### src/rtl/aes_round_sequencer.sv
`default_nettype none
// ============================================================================
// Module      : aes_round_sequencer
// Description : Iterative AES encryption controller that steps one shared
//               round datapath over Nr rounds for AES-128/192/256.
// Revision    : 1.0 - initial release
// ============================================================================
module aes_round_sequencer #(
    parameter int RK_IDX_W = 4
) (
    input  logic                clk,
    input  logic                reset,
    input  logic                in_valid,
    output logic                in_ready,
    input  logic [127:0]        in_block,
    input  logic [1:0]          key_len,
    output logic [RK_IDX_W-1:0] rk_idx,
    input  logic [127:0]        rk,
    output logic [127:0]        dp_state,
    output logic                dp_final,
    input  logic [127:0]        dp_result,
    output logic                out_valid,
    input  logic                out_ready,
    output logic [127:0]        out_block,
    output logic                busy,
    output logic                cfg_err
);

    localparam logic [RK_IDX_W-1:0] C_NR_128 = RK_IDX_W'(10);
    localparam logic [RK_IDX_W-1:0] C_NR_192 = RK_IDX_W'(12);
    localparam logic [RK_IDX_W-1:0] C_NR_256 = RK_IDX_W'(14);
    localparam logic [RK_IDX_W-1:0] C_ONE    = RK_IDX_W'(1);

    typedef enum logic [1:0] {
        S_IDLE = 2'd0,
        S_RUN  = 2'd1,
        S_DONE = 2'd2
    } fsm_t;

    fsm_t                r_fsm;
    fsm_t                w_fsm_nxt;
    logic [127:0]        r_state;
    logic [127:0]        w_state_nxt;
    logic [RK_IDX_W-1:0] r_round;
    logic [RK_IDX_W-1:0] w_round_nxt;
    logic [RK_IDX_W-1:0] r_nr;
    logic [RK_IDX_W-1:0] w_nr_nxt;
    logic                r_cfg_err;
    logic                w_cfg_err_nxt;
    logic                w_last;

    always_ff @(posedge clk) begin
        if (reset) begin
            r_fsm     <= S_IDLE;
            r_state   <= '0;
            r_round   <= '0;
            r_nr      <= C_NR_128;
            r_cfg_err <= 1'b0;
        end else begin
            r_fsm     <= w_fsm_nxt;
            r_state   <= w_state_nxt;
            r_round   <= w_round_nxt;
            r_nr      <= w_nr_nxt;
            r_cfg_err <= w_cfg_err_nxt;
        end
    end

    assign w_last = (r_round == r_nr);

    always_comb begin
        w_fsm_nxt     = r_fsm;
        w_state_nxt   = r_state;
        w_round_nxt   = r_round;
        w_nr_nxt      = r_nr;
        w_cfg_err_nxt = 1'b0;
        in_ready      = 1'b0;
        out_valid     = 1'b0;
        busy          = 1'b0;
        rk_idx        = '0;
        dp_final      = 1'b0;

        case (r_fsm)
            S_IDLE: begin
                in_ready = 1'b1;
                if (in_valid) begin
                    // Initial AddRoundKey is folded into the accept cycle.
                    w_state_nxt   = in_block ^ rk;
                    w_round_nxt   = C_ONE;
                    w_fsm_nxt     = S_RUN;
                    w_cfg_err_nxt = (key_len == 2'b11);
                    case (key_len)
                        2'b01:   w_nr_nxt = C_NR_192;
                        2'b10:   w_nr_nxt = C_NR_256;
                        default: w_nr_nxt = C_NR_128;
                    endcase
                end
            end
            S_RUN: begin
                busy        = 1'b1;
                rk_idx      = r_round;
                dp_final    = w_last;
                w_state_nxt = dp_result;
                // The round counter saturates at nr so it never leaves range.
                if (w_last) begin
                    w_fsm_nxt = S_DONE;
                end else begin
                    w_round_nxt = r_round + C_ONE;
                end
            end
            S_DONE: begin
                busy      = 1'b1;
                out_valid = 1'b1;
                if (out_ready) begin
                    w_fsm_nxt   = S_IDLE;
                    w_round_nxt = '0;
                end
            end
            default: begin
                w_fsm_nxt = S_IDLE;
            end
        endcase
    end

    assign dp_state  = r_state;
    assign out_block = r_state;
    assign cfg_err   = r_cfg_err;

endmodule
`default_nettype wire
### config.mk
export PLATFORM = sky130hd
export DESIGN_NAME = aes_round_sequencer
export DESIGN_NICKNAME = d
export VERILOG_FILES = /design/src/rtl/aes_round_sequencer.sv
export SDC_FILE = /design/constraint.sdc
export NUM_CORES = 1
export LEC_CHECK = 0
export BUFFER_PORTS_ARGS = -buffer_cell sky130_fd_sc_hd__buf_2
export CAP_MARGIN = 5
export CORE_AREA = 2 2 254 256
export CTS_CLUSTER_DIAMETER = 80
export DETAILED_ROUTE_END_ITERATION = 10
export DIE_AREA = 0 0 256 258
export PLACE_DENSITY_LB_ADDON = 0.3
export SYNTH_ARGS = -nofsm -noshare
export SYNTH_HDL_FRONTEND = slang
export SYNTH_SLANG_ARGS = --single-unit
### constraint.sdc
create_clock -name clk -period 3.05 [get_ports clk]
set_input_delay 0.305 -clock clk [delete_from_list [all_inputs] [get_ports clk]]
set_output_delay 0.305 -clock clk [all_outputs]
set_load 0.01 [all_outputs]
## After elaboration in Yosys (flattened, before gate mapping)

Cells that the tools add are included.
W data, S select, Z words.

| storage, ports and cells | value |
|---|---|
| register bits | 139 |
| latch bits | 0 |
| RAM bits | 0 |
| ROM bits | 0 |
| input bits | 390 |
| output and inout bits | 265 |
| memories | 0 |

| cells by class | value |
|---|---|
| $add $sub $neg | 1 |
| multipliers | 0 |
| divide/modulo/power cells | 0 |
| order comparisons | 0 |
| eq/ne operators | 10 |
| shifts and indexed selects | 0 |
| muxes and demuxes | 16 |
| bitwise logic cells | 3 |
| reductions and logical operators | 9 |

Operator list:

| operator | count |
|---|---|
| $pmux W128 S2 | 1 |
| $mux W128 | 1 |
| $xor A128 B128 Y128 | 1 |
| $mux W4 | 4 |
| $pmux W4 S3 | 1 |
| $ne A2 B2 Y1 const B | 4 |
| $eq A2 B2 Y1 const B | 3 |
| $mux W2 | 3 |
| $pmux W2 S3 | 1 |
| $pmux W3 S2 | 1 |
| $add A4 B1 Y4 const B | 1 |
| $eq A2 B1 Y1 const B | 2 |
| $eq A4 B4 Y1 | 1 |
| $mux W1 | 4 |
| $reduce_and A2 Y1 | 2 |
| $reduce_and A4 Y1 | 1 |
| $reduce_and A3 Y1 | 1 |
| $reduce_bool A3 Y1 | 1 |
| $reduce_or A3 Y1 | 1 |
| $logic_not A2 Y1 | 1 |
| $not A1 Y1 | 2 |
| $reduce_bool A2 Y1 | 1 |
| $reduce_or A2 Y1 | 1 |

## Logic depth before layout (Yosys ltp)

| logic depth | value |
|---|---|
| depth in word-level cells | 3 |
| gate-level depth with buffers | 8 |
| gate-level depth less buffers | 6 |

## Worst setup path before layout

Ideal clock, no wire load.

| timing | value |
|---|---|
| kind | register to register |
| start | reg r_fsm[0] |
| end | reg r_state[45] (netlist: dp_state[45]) |
| library setup time | 66 ps |
| arrival time | 1,515 ps |
| slack | 1,469 ps |
| stages on the path, launching flop included | 9 |
| path buffers | 2 |
| clock period less this slack | 1,581 ps |
| cells stage by stage | dfxtp_1 inv_1 ha_1 nand2_2 a21boi_4 buf_12 buf_6 nand2_1 a21oi_2 |

| on the way | value |
|---|---|
| cells in the longest elaborated chain, start to end | 3 |

Ends and longest elaborated chain:

| element | RTL line | source |
|---|---|---|
| start: declaration | 40 | `fsm_t r_fsm;` |
| start signal: assignment | 60 | `r_fsm <= w_fsm_nxt;` |
| $eq A2 B1 Y1 or $logic_not A2 Y1 (tied branches) | 82 | `case (r_fsm)` |
| $reduce_bool A2 Y1 (no source line) or $ne A2 B2 Y1 (tied branches) | -- |  |
| $reduce_and A2 Y1 (no source line) | -- |  |
| end signal: assignment | 61 | `r_state <= w_state_nxt;` |
| end: declaration | 42 | `logic [127:0] r_state;` |

Parallel ways exist; a longest one is shown, timed or not.
A chain may end at the register's enable or synchronous reset.

## Final worst setup path

| timing | value |
|---|---|
| start | reg r_fsm[1] |
| end | out dp_final |

| on the way | value |
|---|---|
| cells in the longest elaborated chain, start to end | 2 |

Ends and longest elaborated chain:

| element | RTL line | source |
|---|---|---|
| $eq A2 B1 Y1 | 82 |  |
| $mux W1 | 82 |  |
| end: declaration | 20 | `output logic dp_final,` |

Every way passes these cells.

==> impl_metrics.yaml <==
pwr:
  power.total_mw: 8.09
  ir_drop_mv: 0.348
  power_density_nw_per_um2: 666
  total_leakage_power_nw: 5.70
layout:
  fin_util: 0.191
  nNetsFinal: 1916
  instances_no_fill: 2387
  multiInputGateArea_um2: 4210
  design_area_um2: 12100
  syn2layout_area_growth_pct: 43.4
  register_area_um2: 2740
  final_cell_mix: "653 x buf_2, 259 x nand2_1, 137 x dfxtp_1"
  diodes: 0
  mostFrequentLayoutCell: "buf_2"
  drive_above_1_share: 0.477
  n_fill_cell: 7224
logic_synthesis:
  synthArstFlopShare: 0
  synth_top_cell_area_share: 0.324
  ys_types: 39
  ys.flop_type: "dfxtp_1"
  synthTopCellsByArea: "dfxtp_1 32%, xnor2_1 13%, o211ai_1 12%, nand2_1 11%, buf_4 11%"
  syn-instance-count: 1035
  syn-cell-area_um2: 8470
  yosys_warnings: 0
  yosysTopAreaCell: "dfxtp_1"
  synth_fp_nets: 1432
  synth_seq_cells: 137
  synth_edf_count: 0
  ys_seq_area_frac: 0.324
  synth_area_per_cell_um2: 8.18
critical_path:
  slowest_delay_ns: 0.53
  start_kind: "flip-flop"
  crit_required_ns: 2.74
  crit_chain: "inv_1 > ha_1 > nand4_1 > inv_1 > buf_2"
  crit_top_cell: "inv_1"
  crit_type: "reg -> out"
  cp-end-kind: "primary output"
  arrival_ns: 2.06
  cp_max_fo: 11
  cp_slowest_cell: "ha_1"
route:
  drt_iter0_drc: 483
  wire_per_inst_um: 13.8
  firstDrtPassIters: 4
  viasPerCell: 3.62
  routed_wl_mm: 33.0
  vias: 8652
  drc_errors: 0
  final_antenna_net_count: 0
placement:
  gp_routability_congestion: 0.887
  dpl.hpwl_mm: 25.6
  dp.cells: 2355
  port_buffers: 654
  dpl_cell_area_um2: 11500
floorplanning:
  die_w_um: 256
  pin_count: 655
  die_h_um: 258
  dieArea_um2: 66000
  core_area_um2: 63600
  rows: 93
  start_util: 0.133
cts:
  ctsLongestPathBuffers: 2
  root_buffer: "clkbuf_16"
  cts_setup_buffers: 0
  cts_hold_buf: 0
  cts_resized: 0
  numCtsBuffers: 17
  path_clk_slew_ns: 0.07
  cts_num_sinks: 137
  cts_htree_levels: 4
  insertion_delay_ns: 0.48
  cts_tree: "built"
sta:
  fin_crit_sh: 0.775
  maxSlewViolCount: 0
  hold_violations: 0
  max_freq_mhz: 423
  finClkSkew_ns: 0.0179
  final.setup.tns_ns: 0
  tightestPinTransition_ns: 0.667
  finalSetupViolations: 0
  fin_crit_ns: 2.37
  rsz0062_at_grt: "false"
  slew_headroom: 0.555
run_status:
  outcome: "finished clean"
grt:
  grt_use_total: 0.0963
  globalRouteOverflowTotal: 0
  first_global_vias: 8315
  grt_pass1_wl_mm: 48.7
  grt_max_degree: 129
  antenna_found_initial: 0
  grtUsageMet1: 0.115
  grtUsageMet2: 0.158
  grt_util_met3: 0.0322
  grt-busiest-layer: "met2"
flow_run:
  cap_viol_max_count: 0
worst_hold_path:
  hold_class: "in -> reg"
worst paths after layout:
kind                                                start                        end  slack [ns]  cells past startpoint
worst max-delay path                r_fsm[1]$_SDFFE_PP0P_                   dp_final        0.68                      5
worst min-delay path                        dp_result[11]  dp_state[11]$_SDFFE_PP0P_        0.14                      3
worst max register to register      r_fsm[1]$_SDFFE_PP0P_  dp_state[33]$_SDFFE_PP0P_        0.85                      7
worst min register to register  dp_state[67]$_SDFFE_PP0P_  dp_state[67]$_SDFFE_PP0P_        0.46                      2
cell usage after synthesis (2+ instances only):
cell	n
inv_1	7
and2_1	4
nand2_1	259
a21oi_2	26
buf_2	15
buf_4	129
a21oi_1	104
clkbuf_1	29
a311oi_1	2
buf_6	18
ha_1	7
dfxtp_1	137
o211ai_1	131
nand3_1	2
xnor2_1	129
buf_8	8
nand4_1	3
a31oi_1	2
nor3b_1	2
inv_2	2
report_power, final:
part / internal, mW / switching [mW] / leakage (nW)
combinational: 1.34 / 1.92 / 4.26
sequential: 2.16 / 0.334 / 1.13
clock: 1.39 / 0.954 / 0.311
total: 4.88 / 3.21 / 5.70
kinds of logic after synthesis:
kind of cell    share of synthesized area
compound gates                      0.221
xor+xnor                            0.135
fa+ha+maj                          0.0103
buf+inv                             0.181
flops                               0.324
mux                               0.00118
simple gates                        0.128
flip-flops by register name, indices dropped and copies added, names as in the netlist:
register and cells:
dp_state 128, r_nr 2, r_fsm 2, cfg_err 1
r_round 4
through the flow:
| step | setup WS (ns) | hold WS (ns) |
|---|---|---|
| after floorplan | 1.47 | 0.424 |
| final | 0.685 | 0.135 |
| after global placement | 0.901 | 0.452 |
| after CTS | 0.568 | 0.0784 |
| after global routing | 0.430 | 0.110 |
| after detailed placement | 0.897 | 0.457 |
worst max-delay path: cells and delay by family (launching register included):
kind | cells | cell delay [ns]
AND/OR/NAND/NOR | 1 | 0.31
flip-flops | 1 | 0.33
buffers and inverters | 3 | 0.42
adder cells (fa/ha/maj) | 1 | 0.53
final cells by class:
| type | count | share of cell area |
|---|---|---|
| Timing Repair Buffer | 665 | 0.284 |
| Clock inverter | 15 | 0.0176 |
| Multi-Input combinational cell | 689 | 0.346 |
| Tap cell | 855 | 0.0881 |
| Inverter | 9 | 0.00340 |
| Clock buffer | 17 | 0.0350 |
| Sequential cell | 137 | 0.226 |
routing by layer:
| metal | routed length, um | share of wire | up-vias |
|---|---|---|---|
| li1 | - | - | 4333 |
| met1 | 13800 | 0.42 | 3947 |
| met2 | 16200 | 0.49 | 341 |
| met3 | 2290 | 0.069 | 31 |
| met4 | 770 | 0.023 | 0 |
| met5 | 0 | 0 | - |
Power figures use the tool's default switching activity.
